`src/rtl/dino_pkg.sv`:
```
// dino_pkg: screen geometry and coordinate widths shared by the dinosaur-game
// blocks (obstacle generator, jump and ground). There are no ports; other files
// pull it in with import dino_pkg::*.
//   SCREEN_W / GROUND_Y  visible width and the row of the ground line
//   CACTUS_W / H_*       obstacle hitbox width and the two obstacle heights
//   XW / ROW_W / COL_W   signed x width, scan row width and scan column width
package dino_pkg;

   localparam int SCREEN_W = 640;
   localparam int GROUND_Y = 400;
   localparam int CACTUS_W = 16;
   localparam int H_SMALL  = 32;
   localparam int H_TALL   = 48;
   localparam int XW       = 11;
   localparam int ROW_W    = 9;
   localparam int COL_W    = 10;
   localparam int LFSR_W   = 16;

   // First (topmost) row covered by an obstacle of the given height class.
   function automatic logic [ROW_W-1:0] cactus_top(input logic tall);
      cactus_top = tall ? ROW_W'(GROUND_Y - H_TALL) : ROW_W'(GROUND_Y - H_SMALL);
   endfunction

endpackage

```
`src/rtl/obstacle_lfsr.sv`:
```
// obstacle_lfsr: 16-bit Fibonacci LFSR with taps 16,14,13,11. It supplies the
// random gap and height bits for obstacle spawning.
// Ports:
//   clk    system clock, posedge
//   rst_n  synchronous active-low reset; loads SEED
//   en     advance one step on this clock edge
//   state  current register contents
module obstacle_lfsr
   import dino_pkg::*;
#(
   parameter logic [LFSR_W-1:0] SEED = 16'hACE1
) (
   input  logic              clk,
   input  logic              rst_n,
   input  logic              en,
   output logic [LFSR_W-1:0] state
);

   // Shift right. Taps 16,14,13,11 are bits 0,2,3,5 of the right-shifting form.
   logic feedback;
   assign feedback = state[0] ^ state[2] ^ state[3] ^ state[5];

   always_ff @(posedge clk) begin
      if (!rst_n) begin
         state <= SEED;
      end else if (en) begin
         state <= {feedback, state[LFSR_W-1:1]};
      end
   end

endmodule

```
`src/rtl/obstacle_gen.sv`:
```
// obstacle_gen: spawns, scrolls and retires the cactus obstacles. It also
// produces the registered per-pixel "obstacle present" bit for the VGA mux.
// Ports:
//   CLK          system clock, all logic on posedge
//   RESET        synchronous active-low reset
//   fresh        VS from the VGA block; its rising edge is the frame tick
//   row_addr     current scan row
//   col_addr     current scan column
//   game_status  1 = running, 0 = frozen (stopped or game over)
//   speed        scroll distance in pixels per frame
//   px           1 when the pixel addressed one cycle earlier lies in an obstacle
//   active       slot-occupied flags
module obstacle_gen
   import dino_pkg::*;
#(
   parameter int              N_SLOTS    = 3,
   parameter int              MIN_GAP    = 40,
   parameter int              GAP_MASK_W = 6,
   parameter logic [LFSR_W-1:0] LFSR_SEED = 16'hACE1
) (
   input  logic               CLK,
   input  logic               RESET,
   input  logic               fresh,
   input  logic [ROW_W-1:0]   row_addr,
   input  logic [COL_W-1:0]   col_addr,
   input  logic               game_status,
   input  logic [3:0]         speed,
   output logic               px,
   output logic [N_SLOTS-1:0] active
);

   // Wide enough for the largest reload value MIN_GAP + (2**GAP_MASK_W - 1).
   localparam int GW = $clog2(MIN_GAP + (1 << GAP_MASK_W));

   localparam logic signed [XW-1:0] RETIRE_X = XW'(-CACTUS_W);
   localparam logic signed [XW:0]   CW_S     = (XW+1)'(CACTUS_W);

   logic                          fresh_d;
   logic                          tick;
   logic                          run;
   logic [LFSR_W-1:0]             lfsr;
   logic                          lfsr_unused;
   logic [GW-1:0]                 gap_cnt;
   logic [GW-1:0]                 gap_nxt;
   logic [N_SLOTS-1:0][XW-1:0]    x;
   logic [N_SLOTS-1:0][XW-1:0]    x_nxt;
   logic [N_SLOTS-1:0][XW-1:0]    moved;
   logic [N_SLOTS-1:0]            tall;
   logic [N_SLOTS-1:0]            tall_nxt;
   logic [N_SLOTS-1:0]            active_nxt;
   logic [N_SLOTS-1:0]            spawn_sel;
   logic                          taken;
   logic [N_SLOTS-1:0]            hit;

   // VS is already synchronous to CLK, so a single register gives the edge.
   assign tick = fresh & ~fresh_d;
   assign run  = tick & game_status;

   obstacle_lfsr #(
      .SEED (LFSR_SEED)
   ) u_lfsr (
      .clk   (CLK),
      .rst_n (RESET),
      .en    (1'b1),
      .state (lfsr)
   );

   // Only a few LFSR bits feed the spawn logic; the rest are intentionally idle.
   assign lfsr_unused = ^lfsr;

   // One-hot pick of the lowest-index slot that is free before this tick. A
   // slot retiring on this same tick is still flagged active here, so it only
   // becomes reusable on the following tick.
   always_comb begin
      spawn_sel = '0;
      taken     = 1'b0;
      for (int i = 0; i < N_SLOTS; i++) begin
         spawn_sel[i] = ~active[i] & ~taken;
         taken        = taken | ~active[i];
      end
   end

   always_comb begin
      x_nxt      = x;
      tall_nxt   = tall;
      active_nxt = active;
      gap_nxt    = gap_cnt;
      moved      = '0;
      if (run) begin
         for (int i = 0; i < N_SLOTS; i++) begin
            moved[i] = x[i] - XW'(speed);
            if (active[i]) begin
               x_nxt[i] = moved[i];
               if ($signed(moved[i]) < RETIRE_X) begin
                  active_nxt[i] = 1'b0;
               end
            end
         end
         if (gap_cnt != '0) begin
            gap_nxt = gap_cnt - GW'(1);
         end else if (taken) begin
            // A new obstacle starts just past the right edge and is not moved
            // on its spawn tick.
            for (int i = 0; i < N_SLOTS; i++) begin
               if (spawn_sel[i]) begin
                  active_nxt[i] = 1'b1;
                  x_nxt[i]      = XW'(SCREEN_W);
                  tall_nxt[i]   = lfsr[6];
               end
            end
            gap_nxt = GW'(MIN_GAP) + GW'(lfsr[GAP_MASK_W-1:0]);
         end
         // With no free slot gap_cnt stays 0 and the spawn is retried next tick.
      end
   end

   // Per-slot hit test. The column is zero-extended into the signed x domain,
   // so parts of an obstacle left of 0 or right of 639 never match.
   for (genvar g = 0; g < N_SLOTS; g++) begin : g_slot
      logic signed [XW:0] left;
      logic signed [XW:0] right;
      logic signed [XW:0] col_s;
      logic               col_hit;
      logic               row_hit;

      assign left    = {x[g][XW-1], x[g]};
      assign right   = left + CW_S;
      assign col_s   = {2'b00, col_addr};
      assign col_hit = (col_s >= left) && (col_s < right);
      assign row_hit = (row_addr >= cactus_top(tall[g])) &&
                       (row_addr <  ROW_W'(GROUND_Y));
      assign hit[g]  = active[g] & col_hit & row_hit;
   end

   always_ff @(posedge CLK) begin
      if (!RESET) begin
         fresh_d <= 1'b0;
         active  <= '0;
         x       <= '0;
         tall    <= '0;
         gap_cnt <= GW'(MIN_GAP);
         px      <= 1'b0;
      end else begin
         fresh_d <= fresh;
         active  <= active_nxt;
         x       <= x_nxt;
         tall    <= tall_nxt;
         gap_cnt <= gap_nxt;
         px      <= |hit;
      end
   end

endmodule

```
`config.mk`:
```
export PLATFORM = sky130hd
export DESIGN_NAME = obstacle_gen
export DESIGN_NICKNAME = d
export VERILOG_FILES = /design/src/rtl/dino_pkg.sv /design/src/rtl/obstacle_lfsr.sv /design/src/rtl/obstacle_gen.sv
export SDC_FILE = /design/constraint.sdc
export NUM_CORES = 1
export LEC_CHECK = 0
export ABC_CLOCK_PERIOD_IN_PS = 4240
export BUFFER_PORTS_ARGS = -buffer_cell sky130_fd_sc_hd__buf_2
export CORE_ASPECT_RATIO = 0.8
export CORE_MARGIN = 5
export CORE_UTILIZATION = 60
export DETAILED_ROUTE_END_ITERATION = 6
export PLACE_DENSITY = 0.87
export SETUP_SLACK_MARGIN = 0.2
export SLEW_MARGIN = 0
export SYNTH_ARGS = -nofsm -noshare
export SYNTH_HDL_FRONTEND = slang
export SYNTH_SLANG_ARGS = --single-unit
```
`constraint.sdc`:
```
create_clock -name CLK -period 4.24 [get_ports CLK]
set_input_delay 0 -clock CLK [delete_from_list [all_inputs] [get_ports CLK]]
set_output_delay 0 -clock CLK [all_outputs]
set_load 0.03 [all_outputs]
```
# [After elaboration in Yosys (flattened, before gate mapping)]
# Cells that the tools add are included.
# Widths: inputs -> output; s select.
[word_totals] ff_bits=64 input_bits=27 output_inout_bits=4 word_cells=90
[classes] addsub=8 magnitude_cmp=13 mux=24 bitwise_logic=21 n_reduce_logical=13
[op_table] op="$mux 11" n=6
[op_table] op="$mux 33" n=2
[op_table] op="$add 11x6->12 const B" n=3
[op_table] op="$lt 11x12->1" n=3
[op_table] op="$ge 11x11->1" n=3
[op_table] op="$lt 11x5->1 const B" n=3
[op_table] op="$sub 11x4->11" n=3
[op_table] op="$ge 9x9->1" n=3
[op_table] op="$mux 5" n=3
[op_table] op="$mux 7" n=2
[op_table] op="$reduce_and 4->1" n=3
[op_table] op="$and 1x1->1" n=10
[op_table] op="$lt 9x9->1 const B" n=1
[op_table] op="$mux 1" n=9
[op_table] op="$add 6x6->7 const A" n=1
[op_table] op="$reduce_bool 7->1" n=1
[op_table] op="$sub 7x1->7 const B" n=1
[op_table] op="$logic_and 1x1->1" n=6
[op_table] op="$mux 3" n=2
[op_table] op="$not 1->1" n=6
[op_table] op="$reduce_or 3->1" n=1
[op_table] op="$xor 1x1->1" n=3
[op_table] op="$or 1x1->1" n=2
[op_table] op="$reduce_and 2->1" n=1
[op_table] op="$reduce_bool 2->1" n=1

# [Logic depth before layout (Yosys ltp)]
[depth] word_depth=7 mapped_depth=10

# [Modules after synthesis]
# Synthesis repeated with hierarchy kept, for this count alone.
[unflattened] hier_cells=648 hier_area_um2=5270.1
[modules_own_cells] mod="obstacle_gen" instances=1 cells_each=594 area_each_um2=4639.4
[modules_own_cells] mod="obstacle_lfsr" instances=1 cells_each=54 area_each_um2=630.6

# [Worst setup path after synthesis]
# Ideal clock, no wire load.
[synth_timing] path_type="register -> register" start="register x, in the netlist g_slot[1].left[4]" end="register px" setup_time_ns=0.079 arrival_ns=2.330 required_ns=4.161 path_slack_ns=1.831 stages_incl_launch_ff=11 synth_period_minus_slack_ns=2.409 cell_sequence="dfxtp_1 ha_1 nand3_1 xnor2_1 ha_1 nand2_1 nor2_1 a2111oi_0 a221oi_1 or4_1 o211ai_1"
[synth_between] elab_chain_cells=6
[synth_lines] item="from (decl)" line_no="obstacle_gen.sv:45" text="logic [N_SLOTS-1:0][XW-1:0] x;"
[synth_lines] item="from (signal assigned)" line_no="obstacle_gen.sv:146" text="x <= x_nxt;"
[synth_lines] item="$add 11x6->12" line_no="obstacle_gen.sv:127" text="assign right = left + CW_S;"
[synth_lines] item="$lt 11x12->1" line_no="obstacle_gen.sv:129" text="assign col_hit = (col_s >= left) && (col_s < right);"
[synth_lines] item="$logic_and 1x1->1 (*)" line_no="obstacle_gen.sv:129"
[synth_lines] item="$and 1x1->1 (*) (2 in series)" line_no="obstacle_gen.sv:132" text="assign hit[g] = active[g] & col_hit & row_hit;"
[synth_lines] item="$reduce_or 3->1 (*)" line_no="obstacle_gen.sv:149" text="px <= |hit;"
[synth_lines] item="to (signal assigned)" line_no="obstacle_gen.sv:149"
[synth_lines] item="to (decl)" line_no="obstacle_gen.sv:28" text="output logic px,"
# Mark *: on every way between the ends. The rest lies on a longest branch, timed or not.
# A chain may end at the register's enable or synchronous reset.

# [Worst setup path in the final report]
# Same ends and word-level chain as after synthesis.

==> out/results.txt <==
Worst setup SP type -> register
DIE HEIGHT -> 92.2 µm
Final slew viol count -> 0
Register area share after synthesis -> 25.3%
Synth Area per Inst -> 8.01 µm²
Mapped Area -> 5060 µm²
Layout Skew -> 0.00829 ns
Fin cells -> 764
Vias/cell -> 6.32
Seq cells post-synth -> 64
Row cnt -> 30
Rel. slew slack -> 55.3%
Post-synth EDFFs -> 0
Vias in the first global route -> 4671
CP peak stage delay -> 0.54 ns
Cell mode on critical path -> ha_1
Psw -> 378 µW
Clock sink count -> 64
Power density over the cells -> 259 nW/µm²
Area grow syn2layout -> 7.96%
Leak -> 0.00223 µW
Outcome -> complete, no violations
Initial antenna violation count -> 0
Crit path max-delay family -> simple AND/OR/NAND/NOR gates
Arrival @ worst endpoint -> 2.96 ns
Share of synthesized flip-flops with an asynchronous set or reset -> 0%
Total CTS buffers -> 9
Post-layout min period -> 2.67 ns
Endpoints failing hold -> 0
Buf/Inv on CP -> 0
Core outline area -> 8370 µm²
Setup-failing EPs final -> 0
Slack of the critical path -> 1.57 ns
CTS max path bufs -> 2
Largest fanout on the critical path -> 10
Mapped Nets -> 733
Yosys cell types -> 63
I/O Pins -> 31
DP Area -> 5240 µm²
DP HPWL -> 9840 µm
Global-route wire length before repair -> 22400 µm
PostCTS Resize Cnt -> 0
Cell internal pwr -> 1040 µW
Congestion Overflow GR -> 0
Clk Latency, worst-skew pair -> 0.36 ns
Worst-path cell chain -> ha_1 > nand3_1 > xnor2_1 > ha_1 > nand2_1 > nor2_1 > a2111oi_0 > a221oi_1 > or4_1 > o211ai_1
Worst Max-Slew Pin Slew -> 0.671 ns
DP Cell Count -> 748
Mapped Cells -> 632
# H-tree levels -> 3
TritonCTS clock tree -> built
Worst VDD drop -> 0.000128 V
Setup bufs post-CTS -> 0
Maxcap violations -> 0
Via count -> 4828
Cts hold-fix bufs -> 1
DRC -> 0
Setup slack at placement -> 1.60 ns
RSZ-0062 raised after global routing -> false
Seq pwr share -> 44.2%
Core Util, Final -> 65.3%
DRT iter0 DRCs -> 328
CP Class -> reg2reg
Register-to-register path setup slack -> 1.57 ns
Port Buffers -> 30
GP Congestion -> 0.877
Worst Path Required -> 4.53 ns
CTS root buf -> clkbuf_8
Final wirelength -> 13500 µm
Min-Delay Path Class -> in2reg
Clock power frac -> 42.5%
Antenna diodes -> 0
Fin crit share -> 62.9%
Ys Warns -> 0
Setup TNS -> 0 ns
Crit end category -> register
Prevailing post-synth register cell -> dfxtp_1
Share of layout cells above drive strength 1 -> 9.05%
Routed len/inst -> 17.7 µm
Worst-path clk slew -> 0.08 ns
Final ANT Viol Nets -> 0
Switching Share -> 26.7%
Starting density of the core -> 60.5%
Detailed Routing Iterations Pass 1 -> 5
Comb pwr share -> 13.3%
Aggregate global-route resource usage -> 26.5%
Largest net degree at the start of global routing -> 39
Die width -> 113 µm
DIE AREA -> 10400 µm²
Max Freq -> 0.375 GHz
NumNets Final -> 749
Design area -> 5470 µm²
Slowest stage cell, crit path -> dfxtp_1
area by class of cell:
class                      instances  area, µm²
tap                              112        140
sequential                        64       1280
fill                             706       2900
clock buffer                      10        138
clock inverter                     5       81.3
timing repair buffer              33        175
multi-input combinational        487       3450
inverter                          53        199
power groups by stage:
stage	clock network (µW)	logic [µW]	registers [µW]
finish	602	188	625
global route	626	212	627
CTS	606	186	625
detailed placement	0	182	639
global placement	0	174	638
floorplan	0	127	635
sequential cells by signal, summed over array words and instances, names as in the netlist:
| signal | count |
|---|---|
| active | 3 |
| fresh_d | 1 |
| g_slot.left | 33 |
| gap_cnt | 7 |
| px | 1 |
| tall | 3 |
| u_lfsr.state | 16 |
layer usage:
| layer | part of all wire (%) | track usage, % | vias to the layer above | wire, µm |
|---|---|---|---|---|
| met5 | 0 | 0 | - | 0 |
| met1 | 42 | 33.7 | 2262 | 5750 |
| met4 | 2.6 | 10.3 | 0 | 353 |
| met3 | 9.2 | 6.40 | 32 | 1250 |
| met2 | 46 | 43.1 | 225 | 6180 |
| li1 | - | - | 2309 | - |
worst register-to-register path, stage by stage (launching register included):
cell and delay [ns]:
dfxtp_1 0.54, ha_1 0.28, nand3_1 0.11, xnor2_1 0.15
ha_1 0.29, nand2_1 0.09, nor2_1 0.04, a2111oi_0 0.34
a221oi_1 0.12, or4_1 0.54, o211ai_1 0.10
path summary, 6_finish.rpt:
check                          from                end  cells past startpoint
setup / recovery  g_slot[1].left[4]                 px                     10
hold / removal             speed[0]  g_slot[2].left[0]                      3
setup reg to reg  g_slot[1].left[4]                 px                     10
hold reg to reg    u_lfsr.state[14]   u_lfsr.state[13]                      1
Yosys cell counts (all sizes together), types with 9 or more instances:
| library cell | instances | area share [%] |
|---|---|---|
| a21oi | 53 | 5.5 |
| or3 | 11 | 1.4 |
| xor2 | 11 | 1.9 |
| nor3 | 23 | 2.4 |
| ha | 71 | 18 |
| nand2 | 38 | 2.8 |
| dfxtp | 64 | 25 |
| nor2 | 49 | 3.6 |
| and2 | 11 | 1.4 |
| nand3 | 26 | 2.6 |
| nand2b | 15 | 1.9 |
| nand4 | 9 | 1.1 |
| inv | 53 | 3.9 |
| clkbuf | 24 | 2.0 |
| xnor2 | 22 | 3.8 |
| o21ai | 29 | 2.9 |
kinds of logic (layout without fill, tap and decap cells):
logic type	Yosys count	count (layout)	synth area share, %
muxes	5	5	0.988
adders and majority gates	74	74	18.7
and+or+nand+nor	209	209	21.2
AOI/OAI and AO/OA	166	166	21.6
xor gates and xnor gates	33	33	5.71
DFF	64	64	25.3
buffers and inverters	81	101	6.52
per-stage QoR:
stage | total power (µW) | hold WS [ns]
2_1_floorplan | 761 | 0.122
3_3_place_gp | 813 | 0.239
3_5_place_dp | 820 | 0.247
4_1_cts | 1420 | 0.00612
5_1_grt | 1470 | 0.0262
6_report | 1420 | 0.0139
layout by cell type, fill, tap and decap left out, types with 4 or more instances in the layout:
master / count
or3_1: 10
o21ai_0: 27
nand3_1: 26
xor2_1: 11
and3_1: 5
clkbuf_8: 10
buf_2: 30
and2_1: 11
mux2i_1: 5
a21o_1: 7
ha_1: 71
nor2_1: 49
o32ai_1: 7
a21oi_1: 52
nand2_1: 38
xnor2_1: 22
o211ai_1: 8
nor3_1: 22
o31ai_1: 7
a211oi_1: 8
inv_1: 53
nand4_1: 9
dfxtp_1: 64
a211o_1: 4
nand2b_1: 15
nor2b_1: 6
a31oi_1: 5
o22ai_1: 5
a22oi_1: 6
(Power assumes the default switching activity.)
